==> config.mk <==
export PLATFORM = sky130hd
export DESIGN_NAME = uart_tx_frame_flat
export DESIGN_NICKNAME = d
export VERILOG_FILES = /design/src/rtl/uart_pkg.sv /design/src/rtl/uart_tx_frame_if.sv /design/src/rtl/uart_tx_bit_timer.sv /design/src/rtl/uart_tx_frame.sv /design/src/flat_wrapper.sv
export SDC_FILE = /design/constraint.sdc
export NUM_CORES = 1
export LEC_CHECK = 0
export CORE_UTILIZATION = 30
export CTS_CLUSTER_SIZE = 30
export DETAILED_ROUTE_END_ITERATION = 8
export GPL_TIMING_DRIVEN = 1
export MAX_ROUTING_LAYER = met4
export PLACE_DENSITY = 0.48
export SLEW_MARGIN = 5
export SYNTH_ARGS = -nofsm -noshare
export SYNTH_HDL_FRONTEND = slang
export SYNTH_HIERARCHICAL = 1
export SYNTH_SLANG_ARGS = --single-unit
==> constraint.sdc <==
create_clock -name clk -period 2.85 [get_ports clk]
set_input_delay 0.57 -clock clk [delete_from_list [all_inputs] [get_ports clk]]
set_output_delay 0.57 -clock clk [all_outputs]
set_load 0.005 [all_outputs]
==> src/rtl/uart_pkg.sv <==
// Shared UART constants: FSM encoding, parity types, bit levels, prescale floor.
// Latency: n/a (package only).
// Backpressure: n/a; the RX path imports the same definitions.
package uart_pkg;

  // FSM state encoding: IDLE=0, START=1, DATA=2, PARITY=3, STOP=4
  typedef enum logic [2:0] {
    IDLE   = 3'd0,
    START  = 3'd1,
    DATA   = 3'd2,
    PARITY = 3'd3,
    STOP   = 3'd4
  } tx_state_e;

  localparam logic PAR_EVEN  = 1'b0;
  localparam logic PAR_ODD   = 1'b1;

  localparam logic START_BIT = 1'b0;
  localparam logic STOP_BIT  = 1'b1;

  // Shortest bit period the RX oversampler can track
  localparam int MIN_PRESCALE = 4;

  // Bit counter width for an 8-bit payload
  localparam int BIT_CNT_W = 3;

endpackage

==> src/rtl/uart_tx_frame_if.sv <==
// UART TX request/line bundle between the TX controller and the serialiser.
// Latency: n/a (wiring only).
// Backpressure: master watches busy; Data_Valid while busy is dropped by the slave.
// Signals: P_DATA/Data_Valid/PAR_EN/PAR_TYP/prescale (request), TX_OUT/busy (status).
interface uart_tx_frame_if #(
  parameter int DATA_WIDTH     = 8,
  parameter int PRESCALE_WIDTH = 5
);
  logic [DATA_WIDTH-1:0]     P_DATA;
  logic                      Data_Valid;
  logic                      PAR_EN;
  logic                      PAR_TYP;
  logic [PRESCALE_WIDTH-1:0] prescale;
  logic                      TX_OUT;
  logic                      busy;

  modport master (
    output P_DATA, Data_Valid, PAR_EN, PAR_TYP, prescale,
    input  TX_OUT, busy
  );

  modport slave (
    input  P_DATA, Data_Valid, PAR_EN, PAR_TYP, prescale,
    output TX_OUT, busy
  );
endinterface

==> src/rtl/uart_tx_bit_timer.sv <==
// Bit timing for the UART TX: edge counter per bit period, bit counter across DATA.
// Latency: bit_done/data_done are combinational from the counter registers.
// Backpressure: none; counts whenever run is high, holds cleared while idle.
// Ports: clk, rst, run, in_data, presc (bit period P) -> bit_done, data_done, bit_cnt.
module uart_tx_bit_timer
  import uart_pkg::*;
#(
  parameter int PRESCALE_WIDTH = 5
) (
  input  logic                      clk,
  input  logic                      rst,
  input  logic                      run,
  input  logic                      in_data,
  input  logic [PRESCALE_WIDTH-1:0] presc,
  output logic                      bit_done,
  output logic                      data_done,
  output logic [BIT_CNT_W-1:0]      bit_cnt
);

  logic [PRESCALE_WIDTH-1:0] edge_cnt;

  assign bit_done  = run && (edge_cnt == presc - PRESCALE_WIDTH'(1));
  assign data_done = bit_done && in_data && (bit_cnt == '1);

  always_ff @(posedge clk) begin
    if (rst || !run) begin
      edge_cnt <= '0;
    end else if (bit_done) begin
      edge_cnt <= '0;
    end else begin
      edge_cnt <= edge_cnt + PRESCALE_WIDTH'(1);
    end
  end

  // Advances only across data bits; the natural 7->0 wrap leaves it ready for the next frame
  always_ff @(posedge clk) begin
    if (rst) begin
      bit_cnt <= '0;
    end else if (bit_done && in_data) begin
      bit_cnt <= bit_cnt + BIT_CNT_W'(1);
    end
  end

endmodule

==> src/rtl/uart_tx_frame.sv <==
// UART TX serialiser: start, 8 data bits LSB-first, optional parity, one stop bit.
// Latency: start bit and busy appear on the edge after acceptance; frame is 10*P or 11*P cycles.
// Backpressure: accepts only in IDLE; Data_Valid while busy is ignored, nothing is queued.
// Ports: clk, rst (sync, active high), tx_if (slave: request in, TX_OUT/busy out).
module uart_tx_frame
  import uart_pkg::*;
#(
  parameter int DATA_WIDTH     = 8,
  parameter int PRESCALE_WIDTH = 5
) (
  input  logic            clk,
  input  logic            rst,
  uart_tx_frame_if.slave  tx_if
);

  tx_state_e                 state_q, state_d;
  logic [DATA_WIDTH-1:0]     data_q;
  logic                      par_en_q;
  logic                      par_typ_q;
  logic [PRESCALE_WIDTH-1:0] presc_q;
  logic [PRESCALE_WIDTH-1:0] presc_clamped;
  logic                      tx_q, tx_d;
  logic                      busy_q;
  logic                      accept;
  logic                      bit_done, data_done;
  logic [BIT_CNT_W-1:0]      bit_cnt;
  logic [BIT_CNT_W-1:0]      bit_idx_d;
  logic                      par_bit;

  uart_tx_bit_timer #(
    .PRESCALE_WIDTH (PRESCALE_WIDTH)
  ) u_bit_timer (
    .clk       (clk),
    .rst       (rst),
    .run       (state_q != IDLE),
    .in_data   (state_q == DATA),
    .presc     (presc_q),
    .bit_done  (bit_done),
    .data_done (data_done),
    .bit_cnt   (bit_cnt)
  );

  assign presc_clamped = (tx_if.prescale < PRESCALE_WIDTH'(MIN_PRESCALE)) ?
                         PRESCALE_WIDTH'(MIN_PRESCALE) : tx_if.prescale;

  assign par_bit = (^data_q) ^ par_typ_q;

  // TX_OUT is registered, so the mux looks at the bit index the timer will hold next cycle
  assign bit_idx_d = bit_cnt + BIT_CNT_W'((state_q == DATA) && bit_done);

  always_comb begin
    state_d = state_q;
    accept  = 1'b0;
    tx_d    = STOP_BIT;
    case (state_q)
      IDLE: begin
        if (tx_if.Data_Valid) begin
          state_d = START;
          accept  = 1'b1;
        end
      end
      START:   if (bit_done)  state_d = DATA;
      DATA:    if (data_done) state_d = par_en_q ? PARITY : STOP;
      PARITY:  if (bit_done)  state_d = STOP;
      STOP:    if (bit_done)  state_d = IDLE;
      default: state_d = IDLE;
    endcase

    case (state_d)
      START:   tx_d = START_BIT;
      DATA:    tx_d = data_q[bit_idx_d];
      PARITY:  tx_d = par_bit;
      default: tx_d = STOP_BIT;
    endcase
  end

  always_ff @(posedge clk) begin
    if (rst) begin
      state_q   <= IDLE;
      data_q    <= '0;
      par_en_q  <= 1'b0;
      par_typ_q <= 1'b0;
      presc_q   <= '0;
      tx_q      <= STOP_BIT;
      busy_q    <= 1'b0;
    end else begin
      state_q <= state_d;
      tx_q    <= tx_d;
      busy_q  <= (state_d != IDLE);
      if (accept) begin
        data_q    <= tx_if.P_DATA;
        par_en_q  <= tx_if.PAR_EN;
        par_typ_q <= tx_if.PAR_TYP;
        presc_q   <= presc_clamped;
      end
    end
  end

  assign tx_if.TX_OUT = tx_q;
  assign tx_if.busy   = busy_q;

endmodule

==> src/flat_wrapper.sv <==
// flat-port wrapper written by rule: the top's interface ports become plain ports
module uart_tx_frame_flat import uart_pkg::*;
#(
  parameter int DATA_WIDTH     = 8,
  parameter int PRESCALE_WIDTH = 5
)
  (clk, rst, tx_if_P_DATA, tx_if_Data_Valid, tx_if_PAR_EN, tx_if_PAR_TYP, tx_if_prescale, tx_if_TX_OUT, tx_if_busy);
  uart_tx_frame_if #(.DATA_WIDTH(DATA_WIDTH), .PRESCALE_WIDTH(PRESCALE_WIDTH)) tx_if_i ();
  input  logic clk;
  input  logic rst;
  input wire logic [$bits(tx_if_i.P_DATA)-1:0] tx_if_P_DATA;
  input wire logic [$bits(tx_if_i.Data_Valid)-1:0] tx_if_Data_Valid;
  input wire logic [$bits(tx_if_i.PAR_EN)-1:0] tx_if_PAR_EN;
  input wire logic [$bits(tx_if_i.PAR_TYP)-1:0] tx_if_PAR_TYP;
  input wire logic [$bits(tx_if_i.prescale)-1:0] tx_if_prescale;
  output wire logic [$bits(tx_if_i.TX_OUT)-1:0] tx_if_TX_OUT;
  output wire logic [$bits(tx_if_i.busy)-1:0] tx_if_busy;
  assign tx_if_i.P_DATA = tx_if_P_DATA;
  assign tx_if_i.Data_Valid = tx_if_Data_Valid;
  assign tx_if_i.PAR_EN = tx_if_PAR_EN;
  assign tx_if_i.PAR_TYP = tx_if_PAR_TYP;
  assign tx_if_i.prescale = tx_if_prescale;
  assign tx_if_TX_OUT = tx_if_i.TX_OUT;
  assign tx_if_busy = tx_if_i.busy;
  uart_tx_frame #(.DATA_WIDTH(DATA_WIDTH), .PRESCALE_WIDTH(PRESCALE_WIDTH)) u_core (.clk(clk), .rst(rst), .tx_if(tx_if_i));
endmodule
; After elaboration in Yosys (flattened, before gate mapping)
; Cells that the tools add are included.
[word_totals]
register_bits = 28
latch_bits = 0
ram_bits = 0
rom_bits = 0
in_bits = 18
out_inout_bits = 2
word_cells = 48
n_memories = 0
[op_classes]
add_sub_neg = 4
multipliers = 0
div = 0
n_lt_le_gt_ge = 2
n_eq_ne = 9
n_shift = 0
muxes = 13
bitwise_logic = 1
n_reduce_logical = 10
[op_table]
columns = operator, count
row1 = 3-bit two-way mux, 6
row2 = 3-bit one-hot mux with 5 select lines, 1
row3 = "3-bit by 2-bit == test with 1-bit output, second input constant", 4
row4 = 8-bit XOR reduction, 1
row5 = "3-bit by 1-bit == test with 1-bit output, second input constant", 2
row6 = "3-bit == test, second input constant", 2
row7 = 3-bit nonzero test, 2
row8 = "5-bit by 1-bit adder with 5-bit output, second input constant", 1
row9 = 5-bit == test, 1
row10 = "5-bit by 3-bit less-than comparator with 1-bit output, second input constant", 1
row11 = 5-bit two-way mux, 1
row12 = "5-bit by 1-bit subtractor with 5-bit output, second input constant", 1
row13 = "3-bit by 4-bit less-than comparator with 1-bit output, second input constant", 1
row14 = 3-bit by 1-bit adder with 3-bit output, 1
row15 = "3-bit by 1-bit adder with 3-bit output, second input constant", 1
row16 = 1-bit binary-select mux with 3-bit select, 1
row17 = 1-bit logical AND, 3
row18 = 3-bit logical NOT, 1
row19 = 1-bit two-way mux, 3
row20 = 1-bit one-hot mux with 3 select lines, 1
row21 = 2-bit OR reduction, 1
row22 = 1-bit logical NOT, 1
row23 = 1-bit logical OR, 1
row24 = 1-bit XOR, 1

; Longest topological paths before layout
[logic_depth]
word_depth = 9
ltp_mapped = 12
mapped_depth_nobuf = 12

; Hierarchy
; The synthesis kept the hierarchy.
[modules_own_cells]
columns = module, n_inst, cells_per_inst, area_per_inst_um2, seq_area_each_um2
row1 = uart_tx_frame, 1, 116, 991.0, 400.4
row2 = uart_tx_bit_timer, 1, 51, 503.0, 160.2

; Worst setup path before layout
; OpenSTA, ideal clock, no wires.
[synth_timing]
path_kind = reg2reg
startpoint = reg u_core.presc_q[0]
endpoint = reg u_core.tx_q (netlist: u_core/tx_if.TX_OUT)
setup_time_ns = 0.092
arrival_ns = 3.029
required_ns = 2.758
path_slack_ns = -0.271
path_stages_with_launch = 13
n_path_buf = 0
period_less_slack_ns = 3.121
cell_sequence = dfxtp_1 > inv_1 > ha_1 > xor2_1 > nand3_1 > nor4_1 > and2_1 > ha_1 > ha_1 > xnor2_1 > mux4_2 > and4b_1 > nor4_1
[synth_between]
elab_chain_len = 9
word_cells_on_any_way = 17
classes_between = add/sub (2) / eq/ne (4) / mux (8) / reduce/logical (3)
[synth_rtl]
columns = element, line
row1 = "start, declared", uart_tx_frame.sv:20  ; logic [PRESCALE_WIDTH-1:0] presc_q;
row2 = "start signal, assigned", uart_tx_frame.sv:94  ; presc_q <= presc_clamped;
row3 = 5-bit by 1-bit subtractor with 5-bit output *, uart_tx_bit_timer.sv:22  ; assign bit_done = run && (edge_cnt == presc - PRESCALE_WIDTH'(1));
row4 = 5-bit == test *, uart_tx_bit_timer.sv:22
row5 = 1-bit logical AND *, uart_tx_bit_timer.sv:22
row6 = net u_core.bit_done, uart_tx_frame.sv:25  ; logic bit_done, data_done;
row7 = branches (longest 5 deep; another with 3-bit by 1-bit adder with 3-bit output), -
row8 = 1-bit one-hot mux with 3 select lines *, uart_tx_frame.sv:69  ; case (state_d)
row9 = "end signal, assigned", uart_tx_frame.sv:88  ; tx_q <= tx_d;
row10 = "end, declared", uart_tx_frame.sv:22  ; logic tx_q, tx_d;
; Mark *: on every way through the listed nets, which the timed path passes. The select of a mux whose other input is x is not followed.
; A chain may end at the register's enable or synchronous reset.

; Worst setup path in the final report
[layout_timing]
startpoint = reg u_core.presc_q[1]
endpoint = reg u_core.tx_q (netlist: u_core/tx_if.TX_OUT)
; Same word-level chain as after synthesis.

==> results.json <==
{
  "status": "completed",
  "critical_path_arrival_ps": 2860,
  "fin_nets": 219,
  "fin_hold_ws_ps": 481,
  "grt_max_degree": 18,
  "fill_cells": 487,
  "dp_slack_ps": -4.89,
  "clock_power_share_pct": 26.0,
  "synthTopCellsByArea": "dfxtp_1, nand2_1, xnor2_1",
  "period_share_pct": 93.6,
  "die_area_um2": 5270,
  "clk_path_buf_depth": 2,
  "wirelength_mm": 3.16,
  "hold_viol": 0,
  "vias": 1218,
  "clock_sink_count": 28,
  "overflow": 0,
  "fin_skew_ps": 3.28,
  "grt_pass1_vias": 1221,
  "cp_max_fo": 2,
  "fmax_mhz": 375,
  "synthFlopType": "dfxtp_1",
  "synth_top_family_by_area": "simple AND/OR/NAND/NOR gates",
  "endpoint_kind": "flop",
  "post_cts_buffers": 0,
  "die_y_um": 72.6,
  "netlist_instances": 167,
  "synth_fp_nets": 191,
  "avgSynthCellArea_um2": 8.95,
  "worst-setup-path-type": "reg2reg",
  "htreeDepth": 1,
  "clk_latency_ps": 270,
  "grt_pass1_wl_mm": 5.33,
  "min_path_type": "reg2reg",
  "p_leak_nw": 0.729,
  "start_util_pct": 31.4,
  "drv_slew": 0,
  "synth_seq_cells": 28,
  "clock-root-buffer": "clkbuf_8",
  "final_cell_area_um2": 1930,
  "diodes": 0,
  "detail-route-antenna-nets": 0,
  "setup-tns-final_ps": 0,
  "drt_first_iter_violations": 20,
  "rows": 25,
  "synth_top_cell_area_share_pct": 37.5,
  "clk_pin_slew_ps": 90,
  "layout-drive-gt1-share_pct": 16.6,
  "maxCapViolCount": 0,
  "cts_buffers": 3,
  "irDropWorstVdd_v": 0.000139,
  "cts_tree": "done",
  "via_per_inst": 4.68,
  "startpoint_type": "flop",
  "ys_async_sr_fraction_pct": 0,
  "netlist-cell-type-count": 34,
  "p_sw_mw": 0.216,
  "io_buffers": 19,
  "antenna_found_initial": 0,
  "finalSetupViolCount": 0,
  "layout_common_cells": "nand2_1, dfxtp_1, clkdlybuf4s50_1",
  "grt_busiest_layer": "met2",
  "cp.required_ps": 3040,
  "p_sw_share_pct": 26.3,
  "use_met1_pct": 16.8,
  "synth_edf_count": 0,
  "coreArea_um2": 4750,
  "synth_xor_area_share_pct": 11.5,
  "dp_hpwl_mm": 2.50,
  "yosys.area_share.simple_pct": 27.3,
  "grt_use_met3_pct": 2.22,
  "synth_compound_area_share_pct": 8.71,
  "internal_power_mw": 0.603,
  "cts_hold_buf": 0,
  "grt_use_met2_pct": 22.3,
  "power_density_nw_per_um2": 424,
  "drc": 0,
  "synthAdderAreaFrac_pct": 5.03,
  "io_pins": 20,
  "seq_power_share_pct": 52.0,
  "tightest_slew_ps": 580,
  "syn_to_final_growth_pct": 29.3,
  "final_common_cell": "nand2_1",
  "dpl_cell_area_um2": 1860,
  "first_pass_iters": 4,
  "synth_area_leader_cell": "dfxtp_1",
  "grtUsageTotal_pct": 13.6,
  "timing.final.ws_setup_ps": 183,
  "yosysWarnings": 6,
  "wire_per_inst_um": 12.1,
  "power_frac_comb_pct": 22.0,
  "synthMuxAreaShare_pct": 6.53,
  "rsz0062_at_grt": "false",
  "max_slew_margin_pct": 61.2,
  "gp_congestion": 0.783,
  "synth_area_um2": 1490,
  "period_needed_ps": 2670,
  "die_x_um": 72.6,
  "yosysSeqAreaShare_pct": 37.5
}
[critical path, cell delays in order (launching register included)]
cell and delay (ps):
dfxtp_1 360, inv_2 60, ha_4 170, xnor2_2 140, xnor2_2 170, nor4_4 290, and2_1 170, ha_1 140
ha_1 150, xnor2_1 140, mux4_2 510, and4b_1 190, nor4_2 110
[metal layers]
layer / vias up / part of all wire [%]
li1: 618 / -
met1: 579 / 49
met2: 19 / 48
met3: 2 / 2.7
met4: 0 / 0.73
met5: - / 0
[through the flow]
stage               std cells  utilization, %  power [mW]
floorplan                 167               -       0.537
global placement          257            39.0       0.602
detailed placement        257            39.0       0.608
CTS                       260            40.3       0.828
global route              260            40.6       0.865
finish                    260            40.6       0.819
[power groups by stage]
stage          Sequential (mW)  Combinational, mW  Clock [mW]
6_report                 0.425              0.180       0.213
3_3_place_gp             0.434              0.168           0
4_1_cts                  0.426              0.178       0.225
3_5_place_dp             0.434              0.173           0
2_1_floorplan            0.431              0.106           0
5_1_grt                  0.428              0.196       0.241
[cell families after synthesis]
kind of cell	Yosys count
simple gates	76
flops	28
compound gates	20
xor+xnor	18
buf+inv	11
mux	8
fa+ha+maj	6
[timing repair]
action,CTS,global route
gates resized for setup,3,3
endpoints found under the setup margin,1,1
pin swaps,5,0
[registers in the layout, indices dropped and copies added (netlist names)]
| register | flops |
|---|---|
| u_core/data_q | 8 |
| u_core/par_en_q | 1 |
| u_core/par_typ_q | 1 |
| u_core/presc_q | 5 |
| u_core/state_q | 3 |
| u_core/tx_if.TX_OUT | 1 |
| u_core/tx_if.busy | 1 |
| u_core/u_bit_timer/bit_cnt | 3 |
| u_core/u_bit_timer/edge_cnt | 5 |
[layout make-up]
class | count | area [um^2] | share of cell area (%)
Clock buffer | 3 | 41.3 | 2.14
Sequential cell | 28 | 562 | 29.1
Inverter | 4 | 15.0 | 0.777
Timing Repair Buffer | 30 | 273 | 14.1
Tap cell | 67 | 83.8 | 4.34
Multi-Input combinational cell | 128 | 957 | 49.5
[synthesized netlist by cell type, types with 2 or more instances]
master     n
buf_2      2
nand2_1   28
xnor2_1   11
or3_1      2
clkbuf_1   4
nand3_1    5
and3_1     2
nor4_1     4
a21oi_1   17
inv_1      4
nor2b_1    4
nor4bb_1   2
and2_1     2
xor2_1     6
mux2i_1    6
nor3_1     5
ha_1       6
nor2_1    10
nand2b_1   5
dfxtp_1   28
[final timing paths]
kind / to / start / slack (ps) / cells past startpoint
setup / recovery: u_core/tx_if.TX_OUT / u_core/presc_q[1] / 180 / 12
hold / removal: u_core/presc_q[4] / u_core/presc_q[4] / 480 / 2
setup reg to reg: u_core/tx_if.TX_OUT / u_core/presc_q[1] / 180 / 12
hold reg to reg: u_core/presc_q[4] / u_core/presc_q[4] / 480 / 2
(Power assumes the default switching activity.)
